### src/rtl/mem_access_ctrl.sv
// MEM-stage data-bus access controller.
// Converts the EX/MEM load/store into a req/addr_ok/data_ok bus transaction
// (one outstanding access at most), builds lane-replicated store data and
// returns the aligned, zero/sign-extended load result. mem_stall_o/data_ok_o
// feed the pipeline stall controller.
//
// Handshake: data_req is held high from the first request cycle until the
// cycle data_addr_ok is seen high (request accepted on that clock edge); the
// response is the single cycle in which data_data_ok is high afterwards.
// Address, size, wr and wdata stay stable while data_req is high because the
// EX/MEM register is frozen by mem_stall_o.
module mem_access_ctrl #(
  parameter int ADDR_W = 32,
  parameter int DATA_W = 32
) (
  input  logic              clk,
  input  logic              rst,
  input  logic [1:0]        mem_type,
  input  logic [1:0]        mem_size,
  input  logic              mem_signed,
  input  logic [ADDR_W-1:0] mem_addr,
  input  logic [DATA_W-1:0] mem_wdata,
  input  logic              pipe_stall_i,
  input  logic              flush,
  output logic              data_req,
  output logic              data_wr,
  output logic [1:0]        data_size,
  output logic [ADDR_W-1:0] data_addr,
  output logic [DATA_W-1:0] data_wdata,
  input  logic              data_addr_ok,
  input  logic              data_data_ok,
  input  logic [DATA_W-1:0] data_rdata,
  output logic              mem_stall_o,
  output logic              data_ok_o,
  output logic [DATA_W-1:0] rdata_o,
  output logic              adel_o,
  output logic              ades_o,
  output logic [2:0]        state_dbg
);

  localparam logic [1:0] MEM_LOAD = 2'd1;
  localparam logic [1:0] MEM_STOR = 2'd2;

  typedef enum logic [2:0] {
    S_IDLE      = 3'd0,
    S_WAIT_ADDR = 3'd1,
    S_WAIT_DATA = 3'd2,
    S_DRAIN     = 3'd3,
    S_HOLD      = 3'd4
  } state_t;

  state_t state;

  logic              is_load;
  logic              is_store;
  logic              misalign;
  logic              access_valid;
  logic [7:0]        load_byte;
  logic [15:0]       load_half;
  logic [DATA_W-1:0] load_ext;

  assign is_load  = (mem_type == MEM_LOAD);
  assign is_store = (mem_type == MEM_STOR);

  // Address check: halfwords need addr[0]=0, words (size 2 or 3) need addr[1:0]=0
  always_comb begin
    misalign = 1'b0;
    case (mem_size)
      2'd0:    misalign = 1'b0;
      2'd1:    misalign = mem_addr[0];
      default: misalign = (mem_addr[1:0] != 2'b00);
    endcase
  end

  assign adel_o       = is_load & misalign;
  assign ades_o       = is_store & misalign;
  assign access_valid = (is_load | is_store) & ~misalign & ~flush;

  // Bus request side: req is combinational in IDLE so the minimum latency is two cycles
  assign data_req  = ((state == S_IDLE) & access_valid) | (state == S_WAIT_ADDR);
  assign data_wr   = is_store;
  assign data_size = mem_size;
  assign data_addr = mem_addr;

  // Store data is replicated across lanes; the bus picks the lane from addr/size
  always_comb begin
    data_wdata = mem_wdata;
    case (mem_size)
      2'd0:    data_wdata = {4{mem_wdata[7:0]}};
      2'd1:    data_wdata = {2{mem_wdata[15:0]}};
      default: data_wdata = mem_wdata;
    endcase
  end

  // Stall while a request is pending or an accepted access has not returned
  assign mem_stall_o = ((state == S_IDLE) & access_valid) | (state == S_WAIT_ADDR) |
                       (state == S_WAIT_DATA) | (state == S_DRAIN);

  // One-cycle completion pulse; a drained (flushed) access never reports completion
  assign data_ok_o = (state == S_WAIT_DATA) & data_data_ok;

  assign state_dbg = state;

  // Load lane select and extension from the raw bus word
  always_comb begin
    load_byte = data_rdata[7:0];
    case (mem_addr[1:0])
      2'd0: load_byte = data_rdata[7:0];
      2'd1: load_byte = data_rdata[15:8];
      2'd2: load_byte = data_rdata[23:16];
      2'd3: load_byte = data_rdata[31:24];
      default: load_byte = data_rdata[7:0];
    endcase
    load_half = mem_addr[1] ? data_rdata[31:16] : data_rdata[15:0];
    case (mem_size)
      2'd0:    load_ext = {{24{mem_signed & load_byte[7]}}, load_byte};
      2'd1:    load_ext = {{16{mem_signed & load_half[15]}}, load_half};
      default: load_ext = data_rdata;
    endcase
  end

  // Transaction FSM and load result register
  always_ff @(posedge clk or negedge rst) begin
    if (!rst) begin
      state   <= S_IDLE;
      rdata_o <= '0;
    end else begin
      case (state)
        S_IDLE: begin
          if (access_valid) begin
            state <= data_addr_ok ? S_WAIT_DATA : S_WAIT_ADDR;
          end
        end
        S_WAIT_ADDR: begin
          // Once accepted, a killed access must still be drained from the bus
          if (data_addr_ok) begin
            state <= flush ? S_DRAIN : S_WAIT_DATA;
          end else if (flush) begin
            state <= S_IDLE;
          end
        end
        S_WAIT_DATA: begin
          if (data_data_ok) begin
            if (is_load) begin
              rdata_o <= load_ext;
            end
            // HOLD blocks a reissue while EX/MEM still shows the finished access
            state <= (pipe_stall_i && !flush) ? S_HOLD : S_IDLE;
          end else if (flush) begin
            state <= S_DRAIN;
          end
        end
        S_DRAIN: begin
          if (data_data_ok) begin
            state <= S_IDLE;
          end
        end
        S_HOLD: begin
          if (!pipe_stall_i || flush) begin
            state <= S_IDLE;
          end
        end
        default: state <= S_IDLE;
      endcase
    end
  end

endmodule

### config.mk
export PLATFORM = sky130hd
export DESIGN_NAME = mem_access_ctrl
export DESIGN_NICKNAME = d
export VERILOG_FILES = /design/src/rtl/mem_access_ctrl.sv
export SDC_FILE = /design/constraint.sdc
export NUM_CORES = 1
export LEC_CHECK = 0
export ABC_AREA = 1
export CAP_MARGIN = 5
export CORE_UTILIZATION = 32
export DETAILED_ROUTE_END_ITERATION = 8
export HOLD_SLACK_MARGIN = 0.12
export PLACE_DENSITY = 0.82
export SKIP_CTS_REPAIR_TIMING = 1
export SLEW_MARGIN = 20
export SYNTH_ARGS = -nofsm -noshare
export SYNTH_HDL_FRONTEND = slang
export SYNTH_SLANG_ARGS = --single-unit
export TNS_END_PERCENT = 20
### constraint.sdc
create_clock -name clk -period 1.2 [get_ports clk]
set_input_delay 0.24 -clock clk [delete_from_list [all_inputs] [get_ports clk]]
set_output_delay 0.24 -clock clk [all_outputs]
set_load 0.02 [all_outputs]
---- After elaboration in Yosys (flattened, before gate mapping) ----
Cells that the tools add are included.
word-level totals
  output and inout bits ................... 107
  input bits .............................. 107
  register bits after elaboration ......... 35
cells by class
  reduce and logical (&&, ||, !) cells .... 10
  equality and inequality tests ........... 15
  multiplexer cells ....................... 16
  bitwise logic cells ..................... 14
operators by type and width
  operator              count
  $pmux W32 S2          2
  $pmux W8 S4           1
  $mux W3               8
  $mux W16              1
  $pmux W3 S5           1
  $and A1 B1 Y1         8
  $eq A2 B1 Y1 const B  3
  $eq A2 B2 Y1 const B  3
  $eq A3 B2 Y1 const B  2
  $ne A2 B2 Y1 const B  3
  $ne A3 B3 Y1 const B  2
  $reduce_and A5 Y1     1
  $logic_not A2 Y1      2
  $or A1 B1 Y1          4
  $eq A3 B1 Y1 const B  1
  $eq A3 B3 Y1 const B  1
  $logic_not A3 Y1      1
  $reduce_and A3 Y1     1
  $logic_not A1 Y1      2
  $mux W2               1
  $not A1 Y1            2
  $pmux W1 S2           1
  $reduce_bool A2 Y1    1
  $logic_and A1 B1 Y1   1
  other kinds (2)       2

---- Logic depth before layout (Yosys ltp) ----
  depth after elaboration ................. 9
  gate-level depth with buffers ........... 9
  gate-level depth less buffers ........... 8

---- Least setup slack after synthesis ----
No wires, ideal clock.
  path type ............................... in2out
  start point ............................. input mem_size[1]
  end point ............................... output data_wdata[10]
  data arrival time ....................... 1.295 ns
  data required time ...................... 0.960 ns
  path slack .............................. -0.335 ns
  buffers on the path ..................... 2
  stages on the path ...................... 6
  cells stage by stage .................... buf_2 > inv_2 > nand2_2 > inv_1 > buf_2 > o21ai_0
between the ends
  cells in the longest elaborated chain, start to end .. 2
  elaborated cells between the ends (all ways) .. 3
  classes of those cells .................. eq/ne: 1; mux: 1; reduce/logical: 1
RTL lines
  item                                              line  source
  from (decl)                                       19    input logic [1:0] mem_size,
  $eq A2 B1 Y1 or $logic_not A2 Y1 (tied branches)  88    case (mem_size)
  $pmux W32 S2 (*)                                  88
  to (decl)                                         29    output logic [DATA_W-1:0] data_wdata,
Every way passes the cells marked *; elsewhere a longest branch is shown, timed or not.

---- Worst setup path after layout ----
  start point ............................. register state[1] (netlist: state_dbg[1])
  end point ............................... output data_ok_o
between the ends
  cells in the longest elaborated chain, start to end .. 2
RTL lines
  item                    line  source
  from (decl)             52    state_t state;
  from (signal assigned)  131   state <= data_addr_ok ? S_WAIT_DATA : S_WAIT_ADDR;
  from (signal assigned)  137   state <= flush ? S_DRAIN : S_WAIT_DATA;
  from (signal assigned)  148   state <= (pipe_stall_i && !flush) ? S_HOLD : S_IDLE;
  $eq A3 B2 Y1            100   assign data_ok_o = (state == S_WAIT_DATA) & data_data_ok;
  $and A1 B1 Y1           100
  to (decl)               34    output logic data_ok_o,
Every way passes these cells.

==> results.md <==
- Total CTS buffers: 5
- Setup crit start kind: flop
- Synth top area cells: dfrtp_1 (30%), nand2_1 (16%), buf_4 (12%)
- Latest clock arrival within the worst-skew pair: 0.29 ns
- Clock root cell: clkbuf_8
- Cell count of the worst reg-to-reg path: 10
- Min Hold Slack: 0.315 ns
- Yosys warns: 0
- Crit path to: data_ok_o
- Reg-to-Reg Start: state_dbg[1]
- Clk buf depth: 2
- Launch point of the worst path: state_dbg[1]
- RSZ-0062 raised after global routing: true
- Max cap viols: 0
- Layout cell share with drive strength beyond 1: about a third
- Total core area: approximately 9000 um^2
- First drt pass iteration count: 4
- Die area: about 9400 um^2
- Fin. Hold Viols: 0
- CTS Sinks: 35
- Via count: between 3000 and 4000
- Total GRT Usage: roughly 22%
- Tightest Pin Transition: between 0.3 and 0.4 ns
- CTS tree: built
- # rows: 34
- Routability cong.: 1.02
- Pleak: 3.11 nW
- Mapped cell area: about 2900 um^2
- Area delta synth->final: 84.3%
- Worst hold path class: in2async
- Setup Skew: between 0.004 and 0.005 ns
- DRT Wirelength: roughly 12000 um
- Input/output buffers: approximately 150
- # nets final: between 700 and 800
- Final core occ: 61.0%
- Final period util: 130%
- Die Ht: slightly below 100 um
- Global-route wire length before repair: 16900 um
- Yosys top cell area share: between 30 and 40%
- Slew Limit Fails: 0
- Largest net degree at the start of global routing: 36
- Register area share after synthesis: about 30%
- Slew HR: 76.2%
- Setup-failing EPs final: 53
- Avg Vias per Cell: just under 5
- Synth Register Bits: 35
- Syn nets: approximately 550
- Total grt overflow: 0
- # diodes: 0
- WS Path Type: reg2out
- 1st-iter DRT viols: about 240
- Initial antenna violation count: 0
- Routed WL per cell: ~16 um
- Clock transition at path regs: around 0.07 ns
- Setup slack at placement: -1.09 ns
- Status: finished with violations
- Failing checks: setup timing
- Vias in the first global route: ~3600
- Cell count after synthesis: about 440
- R2R setup slack: -0.34 ns
- Setup tns final: -12.05 ns
- F_max: between 600 and 700 MHz
- Critical path arrival: about 1.3 ns
- Yosys top cell by area: dfrtp_1
- CP max FO: 3
- Post-route minimum period: roughly 1.6 ns
- Remaining DRCs: 0
- Syn Area/Cell: around 6.5 um^2
- Peak supply drop: 0.850 mV
- DP HPWL: slightly above 8000 um
- Antenna-violating nets left: 0
- Initial Util: about a third
- Max H-tree Level: 2
- Endpoint type of the worst setup path: primary output
- Unique cell type count in the Yosys netlist: 28
- Crit Reg-Reg Endpoint: rdata_o[24]
- PD cells: between 1000 and 1500 nW/um^2
- Die X: approximately 97 um
- Final worst slack: -0.363 ns
- Num ports: between 200 and 250
- Required @ worst endpoint: approximately 0.96 ns
==> state kept, by name, summed over array words and instances (netlist names) <==
name	count
state_dbg	3
rdata_o	32
==> cells in the mapped netlist (all sizes together) <==
master / number
inv: 49
and2: 7
buf: 57
a21oi: 35
nand2: 124
nand3b: 1
nor3: 2
nor2: 40
dfrtp: 35
or2: 16
clkbuf: 3
a31oi: 7
nand3: 28
o21bai: 1
o21ai: 24
a211oi: 1
clkinv: 1
ha: 2
o211ai: 8
nand4: 2
==> logic make-up (layout without fill, tap and decap cells) <==
group           Yosys count  count (layout)  share of synthesized area (%)
buf+inv                 110             281                           21.2
simple gates            220             221                           33.3
fa+ha+maj                 2               2                          0.863
compound gates           76              76                           14.4
flops                    35              35                           30.2
==> worst max-delay path, stage by stage, from the launching register on <==
cell and delay (ns):
dfrtp_2 0.40, inv_2 0.06, nor2_4 0.11, nand2_2 0.07, buf_4 0.14, nor2_4 0.12
buf_6 0.13
==> area by class of cell <==
type	instances	area [um^2]
Multi-Input combinational cell	299	1690
Timing Repair Buffer	223	2340
Inverter	50	213
Fill cell	730	3420
Tap cell	108	135
Timing Repair inverter	1	7.51
Sequential cell	35	880
Clock buffer	7	76.3
==> how the worst min path moves through the flow <==
stage | endpoint | slack, ns | cells past startpoint
floorplan | rdata_o[0] | -0.06 | 0
global placement | data_addr[27] | 0.48 | 0
detailed placement | data_addr[27] | 0.48 | 0
CTS | rdata_o[9] | 0.33 | 2
global route | rdata_o[29] | 0.34 | 2
finish | rdata_o[29] | 0.31 | 2
==> placed cells by master (no fill, tap or decap), types with 2 or more instances in the layout <==
cell	instances
o21ai_2	3
nor2_1	33
buf_4	62
a21oi_2	5
dfrtp_2	3
nand2_2	10
o211ai_1	8
nor3_1	2
dfrtp_1	32
nand3b_4	2
buf_12	6
and2_1	7
nand4_1	2
a31oi_1	7
a21oi_1	30
nand3_2	2
clkdlybuf4s50_1	51
clkbuf_2	5
clkbuf_8	5
inv_1	32
o21ai_0	14
inv_2	13
nand3_1	26
buf_6	27
clkbuf_16	2
or2_4	9
ha_4	2
clkbuf_1	2
buf_2	2
nor2_2	2
o21ai_1	2
dlymetal6s2s_1	67
or2_2	7
inv_4	3
nand2_1	105
nor2_4	5
nand2_4	9
o21ai_4	5
==> report_power, final <==
group / leakage (nW) / switching, mW / internal, mW
logic: 2.66 / 2.50 / 2.47
registers: 0.408 / 0.358 / 1.78
clock network: 0.0383 / 0.407 / 0.399
==> metrics by stage <==
step           cell area (um^2)  std cells  total power, mW
3_3_place_gp               4740        699             6.72
3_5_place_dp               4740        699             6.85
2_1_floorplan              3040        443             4.60
5_1_grt                    5340        723             8.42
6_report                   5340        723             7.91
4_1_cts                    4810        706             7.67
==> layer usage <==
metal  track usage (%)  share of wire, %  vias up
met5                 0                 0        -
met4              8.61               1.9        0
met3              5.61               6.2       32
met2              37.3                51      115
met1              26.7                41     1662
li1                  -                 -     1707
No activity file was read; power rests on OpenSTA's default activity.
